File: src/rtl/mux_scan_sequencer_pkg.sv
// Shared definitions for the multiplexer scan sequencer.
//   State encoding, source count, chooser width and accumulator width.
package mux_scan_sequencer_pkg;

  localparam logic [1:0] ST_IDLE = 2'd0;
  localparam logic [1:0] ST_SEL  = 2'd1;
  localparam logic [1:0] ST_OUT  = 2'd2;
  localparam logic [1:0] ST_DONE = 2'd3;

  localparam int NSRC   = 8;
  localparam int SEL_W  = 3;
  localparam int DATA_W = 16;
  // Eight sources of DATA_W bits sum without overflow in DATA_W+3 bits.
  localparam int SUM_W  = DATA_W + 3;

endpackage

File: src/rtl/mux_scan_sequencer_lowest_set_index8.sv
// Combinational 8-bit priority encoder: lowest set bit index.
//   i_vec  : candidate bit vector
//   o_idx  : index of the lowest set bit (0 when none are set)
//   o_none : high when i_vec is all zeros
module lowest_set_index8 (
  input  logic [7:0] i_vec,
  output logic [2:0] o_idx,
  output logic       o_none
);

  always_comb begin
    o_idx  = 3'd0;
    o_none = (i_vec == 8'd0);
    // Descending walk so the lowest set bit is the final assignment.
    for (int k = 7; k >= 0; k--) begin
      if (i_vec[k]) o_idx = 3'(k);
    end
  end

endmodule

File: src/rtl/mux_scan_sequencer.sv
// Scan sequencer for an 8:1 operand multiplexer.
//   Walks enabled sources in ascending order, captures each multiplexer
//   output and hands it downstream on a valid/ready handshake, then pulses
//   done for one cycle.
// Ports:
//   clk, rst_n          : clock, async active-low reset
//   start, en_mask      : scan request and source enable mask (IDLE only)
//   sel_data            : multiplexer output for the current chooser
//   chooser             : registered select, value k-1 selects source Ak
//   out_data/out_index  : captured sample and the chooser it came from
//   out_valid/out_ready : downstream handshake
//   busy, done          : not-IDLE flag, end-of-scan pulse
//   sum_out             : sum of accepted samples (only with SCAN_SUM_EN)
// Optional feature macro: SCAN_SUM_EN
//
// state | meaning
// IDLE  | waiting for start
// SEL   | chooser stable, sel_data captured at the end of this cycle
// OUT   | sample presented, waiting for handshake
// DONE  | one-cycle completion pulse
module mux_scan_sequencer
  import mux_scan_sequencer_pkg::*;
#(
  parameter int WIDTH = DATA_W
) (
  input  logic               clk,
  input  logic               rst_n,
  input  logic               start,
  input  logic [NSRC-1:0]    en_mask,
  input  logic [WIDTH-1:0]   sel_data,
  output logic [SEL_W-1:0]   chooser,
  output logic [WIDTH-1:0]   out_data,
  output logic [SEL_W-1:0]   out_index,
  output logic               out_valid,
  input  logic               out_ready,
  output logic               busy,
`ifdef SCAN_SUM_EN
  output logic [WIDTH+2:0]   sum_out,
`endif
  output logic               done
);

  logic [1:0]       r_state;
  logic [NSRC-1:0]  r_pending;
  logic [SEL_W-1:0] r_chooser;
  logic [WIDTH-1:0] r_out_data;
  logic [SEL_W-1:0] r_out_index;
  logic             r_out_valid;

  logic [NSRC-1:0]  w_enc_in;
  logic [SEL_W-1:0] w_enc_idx;
  logic             w_enc_none;
  logic             w_hs;
  logic             w_accept;

  // One encoder serves both the first pick (from the raw mask in IDLE) and
  // the next pick (from what is still pending in OUT). The current source's
  // bit is already cleared in SEL, so OUT sees only the remaining ones.
  assign w_enc_in = (r_state == ST_IDLE) ? en_mask : r_pending;

  lowest_set_index8 u_lsi (
    .i_vec  (w_enc_in),
    .o_idx  (w_enc_idx),
    .o_none (w_enc_none)
  );

  assign w_hs     = (r_state == ST_OUT) && r_out_valid && out_ready;
  assign w_accept = (r_state == ST_IDLE) && start;

  always_ff @(posedge clk or negedge rst_n) begin
    if (!rst_n) begin
      r_state     <= ST_IDLE;
      r_pending   <= '0;
      r_chooser   <= '0;
      r_out_data  <= '0;
      r_out_index <= '0;
      r_out_valid <= 1'b0;
    end else begin
      case (r_state)
        ST_IDLE: begin
          if (start) begin
            if (!w_enc_none) begin
              r_pending <= en_mask;
              r_chooser <= w_enc_idx;
              r_state   <= ST_SEL;
            end else begin
              r_state   <= ST_DONE;
            end
          end
        end
        ST_SEL: begin
          r_out_data           <= sel_data;
          r_out_index          <= r_chooser;
          r_out_valid          <= 1'b1;
          r_pending[r_chooser] <= 1'b0;
          r_state              <= ST_OUT;
        end
        ST_OUT: begin
          if (w_hs) begin
            r_out_valid <= 1'b0;
            if (w_enc_none) begin
              r_state <= ST_DONE;
            end else begin
              r_chooser <= w_enc_idx;
              r_state   <= ST_SEL;
            end
          end
        end
        default: begin
          r_state <= ST_IDLE;
        end
      endcase
    end
  end

`ifdef SCAN_SUM_EN
  logic [WIDTH+2:0] r_sum;

  always_ff @(posedge clk or negedge rst_n) begin
    if (!rst_n) begin
      r_sum <= '0;
    end else if (w_accept) begin
      r_sum <= '0;
    end else if (w_hs) begin
      r_sum <= r_sum + {3'b000, r_out_data};
    end
  end

  assign sum_out = r_sum;
`endif

  assign chooser   = r_chooser;
  assign out_data  = r_out_data;
  assign out_index = r_out_index;
  assign out_valid = r_out_valid;
  assign busy      = (r_state != ST_IDLE);
  assign done      = (r_state == ST_DONE);

endmodule

File: config.mk
export PLATFORM = sky130hd
export DESIGN_NAME = mux_scan_sequencer
export DESIGN_NICKNAME = d
export VERILOG_FILES = /design/src/rtl/mux_scan_sequencer_pkg.sv /design/src/rtl/mux_scan_sequencer_lowest_set_index8.sv /design/src/rtl/mux_scan_sequencer.sv
export SDC_FILE = /design/constraint.sdc
export NUM_CORES = 1
export LEC_CHECK = 0
export BUFFER_PORTS_ARGS = -buffer_cell sky130_fd_sc_hd__buf_4
export CORE_MARGIN = 1.5
export CORE_UTILIZATION = 52
export CTS_BUF_LIST = sky130_fd_sc_hd__clkbuf_8
export CTS_CLUSTER_DIAMETER = 150
export DETAILED_ROUTE_END_ITERATION = 16
export PLACE_DENSITY = 0.93
export SYNTH_ARGS = -nofsm -noshare
export SYNTH_HDL_FRONTEND = slang
export SYNTH_HIERARCHICAL = 1
export SYNTH_SLANG_ARGS = --single-unit
File: constraint.sdc
create_clock -name clk -period 2.4 [get_ports clk]
set_input_delay 0.48 -clock clk [delete_from_list [all_inputs] [get_ports clk]]
set_output_delay 0.48 -clock clk [all_outputs]
set_load 0.1 [all_outputs]
==> results.cfg <==
[setup_path]
cp.arrival_ns = 2.43
slowest_stage = and4_1
cp_top_family = simple AND/OR/NAND/NOR gates
path_cells = nor2_1 > buf_4 > mux2_2 > nor2_1 > and4_1 > nand2b_1 > a22oi_1 > o22ai_1
crit_start = r_state[1]
r2r_cells = 8
cp-start-kind = flop
worstSetupPathType = flop to flop
crit_cells = 8
r2r_end = r_pending[1]
path_max_fanout = 13
reg2reg_slack_ns = 0.17
endpoint_kind = flop
critPathMaxStageDelay_ns = 0.40
path_common_cell = nor2_1
crit_buf_inv = 1
r2r_start = r_state[1]
required_ns = 2.60

[detailed_routing]
drt_first_pass_iters = 4
viasPerCell = 5.684
wl_per_cell_um = 16.21
wl_um = 3696
vias = 1296
drc = 0
ant_nets = 0
drtIter0Drc = 49

[global_routing]
gr-usage-met3 = 0.07473
grt_max_degree = 34
grt_busiest_layer = met2
grt_first_pass_wirelength_um = 6175
grt_pass1_vias = 1362
gr-usage-met1 = 0.3120
grt_util_all_layers = 0.2381
met2_usage = 0.3740
grt.overflow.total = 0
antenna_found_initial = 0

[synth]
synth_edf_count = 0
synth_simple_gate_area_share = 0.1080
synth_ff_type = dfrtp_1
synth.distinct_cells = 33
syn_nets = 167
ys_seq_area_frac = 0.5128
synth_fa_ha_area_frac = 0
muxShareOfSynthArea = 0.2067
syn_inst = 139
netlist_area_um2 = 1610
synth-warning-count = 6
synth_top_family_by_area = multiplexers
ys_seq_elements = 33
synth_xor_area_frac = 0
postSynthAreaPerCell_um2 = 11.58
synth-compound-area-share = 0.1274
async_flop_share = 1.000

[cells_and_area]
final_nets = 222
syn2layout_area_growth_pct = 31.16
fin_cells = 228
n_antenna_cell = 0
drive_gt1_frac = 0.4615
fillers = 229
final_util = 0.7033

[floorplanning]
core-area_um2 = 3003
dieArea_um2 = 3440
io_pins = 53
start_util = 0.5362
die_w_um = 58.65
dieHeight_um = 58.65
num_rows = 20

[sta]
relSlewSlack = 0.6856
grt_setup_unrepaired = false
fin_skew_ns = 0.006109
finalHoldViolCount = 0
tightest_slew_ns = 0.4706
min_period_ns = 2.225
fin_setup_tns_ns = 0
fin_ws_ns = 0.1746
fin_crit_sh = 0.9272
report.final.slew_viol_count = 0
max_freq_mhz = 449.4
setup_viol = 0

[run]
cap_violations = 0

[clock_network]
cts_tree = done
clockBufferDepth = 2
hold_buffers = 0
insertion_delay_ns = 0.28
post-cts-setup-buffers = 0
cts_resized = 0
cts_buffers = 5
clockRootBuffer = clkbuf_8
cts_sinks = 33
clk_pin_slew_worst_paths_ns = 0.07
htree_levels = 2

[place]
port_buffers = 52
place.gp.congestion = 0.8932
dp_slack_ns = 0.2390
dp_hpwl_um = 2710
post-place-cells = 220

[min_path]
hp-class = input pin to async pin

[outcome]
status = complete, no violations
==> through the flow <==
stage / area, um2 / hold WS, ns
2_1_floorplan: 1610 / 0.1844
3_3_place_gp: 2029 / 0.4298
3_5_place_dp: 2029 / 0.4425
4_1_cts: 2112 / 0.1397
5_1_grt: 2112 / 0.1588
6_report: 2112 / 0.1240
==> cells in the mapped netlist (4+ instances only) <==
library cell | n | share of area
o21ai_0 | 5 | 0.016
mux2_2 | 23 | 0.16
nand2_1 | 7 | 0.016
o22ai_1 | 4 | 0.016
dfrtp_1 | 33 | 0.51
mux2i_1 | 4 | 0.025
buf_2 | 4 | 0.012
nor2_1 | 6 | 0.014
a31oi_1 | 4 | 0.016
inv_1 | 8 | 0.019
a22oi_1 | 4 | 0.019
a21oi_1 | 8 | 0.025
==> worst reg2reg max path: stages, from the launching register on <==
cell and delay, ns:
dfrtp_1 0.38, nor2_1 0.10, buf_4 0.19, mux2_2 0.38
nor2_1 0.18, and4_1 0.40, nand2b_1 0.23, a22oi_1 0.11
o22ai_1 0.17
==> how the worst max path moves through the flow <==
| stage | endpoint | slack [ns] |
|---|---|---|
| detailed placement | r_pending[7] | 0.24 |
| floorplan | chooser[0] | 0.18 |
| global route | r_pending[1] | 0.02 |
| global placement | r_pending[6] | 0.34 |
| CTS | r_pending[7] | 0.22 |
| finish | r_pending[1] | 0.17 |
==> flip-flops by register name (all words and copies together), names as in the netlist <==
signal / count
out_data: 16
r_state: 2
out_valid: 1
chooser: 3
out_index: 3
r_pending: 8
==> per-layer routing <==
| metal | routed length [um] | vias to the layer above |
|---|---|---|
| met2 | 1865 | 62 |
| met3 | 284 | 8 |
| met1 | 1491 | 619 |
| li1 | - | 607 |
| met4 | 55 | 0 |
| met5 | 0 | - |
==> layout make-up <==
cell class | instances | area (um2) | share of cell area
inverter | 8 | 30.03 | 0.01422
tap | 33 | 41.29 | 0.01955
clock buffer | 5 | 68.82 | 0.03258
multi-input combinational | 90 | 711.9 | 0.3371
clock inverter | 3 | 13.76 | 0.006517
timing repair buffer | 56 | 420.4 | 0.1991
sequential | 33 | 825.8 | 0.3910
==> cell families (layout without fill, tap and decap cells) <==
| group | after synthesis | count (layout) |
|---|---|---|
| buffers and inverters | 16 | 72 |
| DFF | 33 | 33 |
| AOI/OAI and AO/OA | 32 | 32 |
| muxes | 30 | 30 |
| and+or+nand+nor | 28 | 28 |
==> cells in the final DEF (no fill, tap or decap), types with 2 or more instances in the layout <==
master,count
a21oi_1,8
or3b_1,2
inv_1,9
buf_4,56
dfrtp_1,33
a31oi_1,4
o21ai_0,5
nor2_1,6
nor2b_1,2
nand2_1,7
mux2_2,23
o22ai_1,4
clkbuf_8,5
o21bai_1,2
nand3b_1,2
clkinv_2,2
mux2_1,3
mux2i_1,4
a22oi_1,4
Power is left out: the tool's default activity adds up to more than one toggle a clock period on the data nets, which glitch-free logic cannot reach.
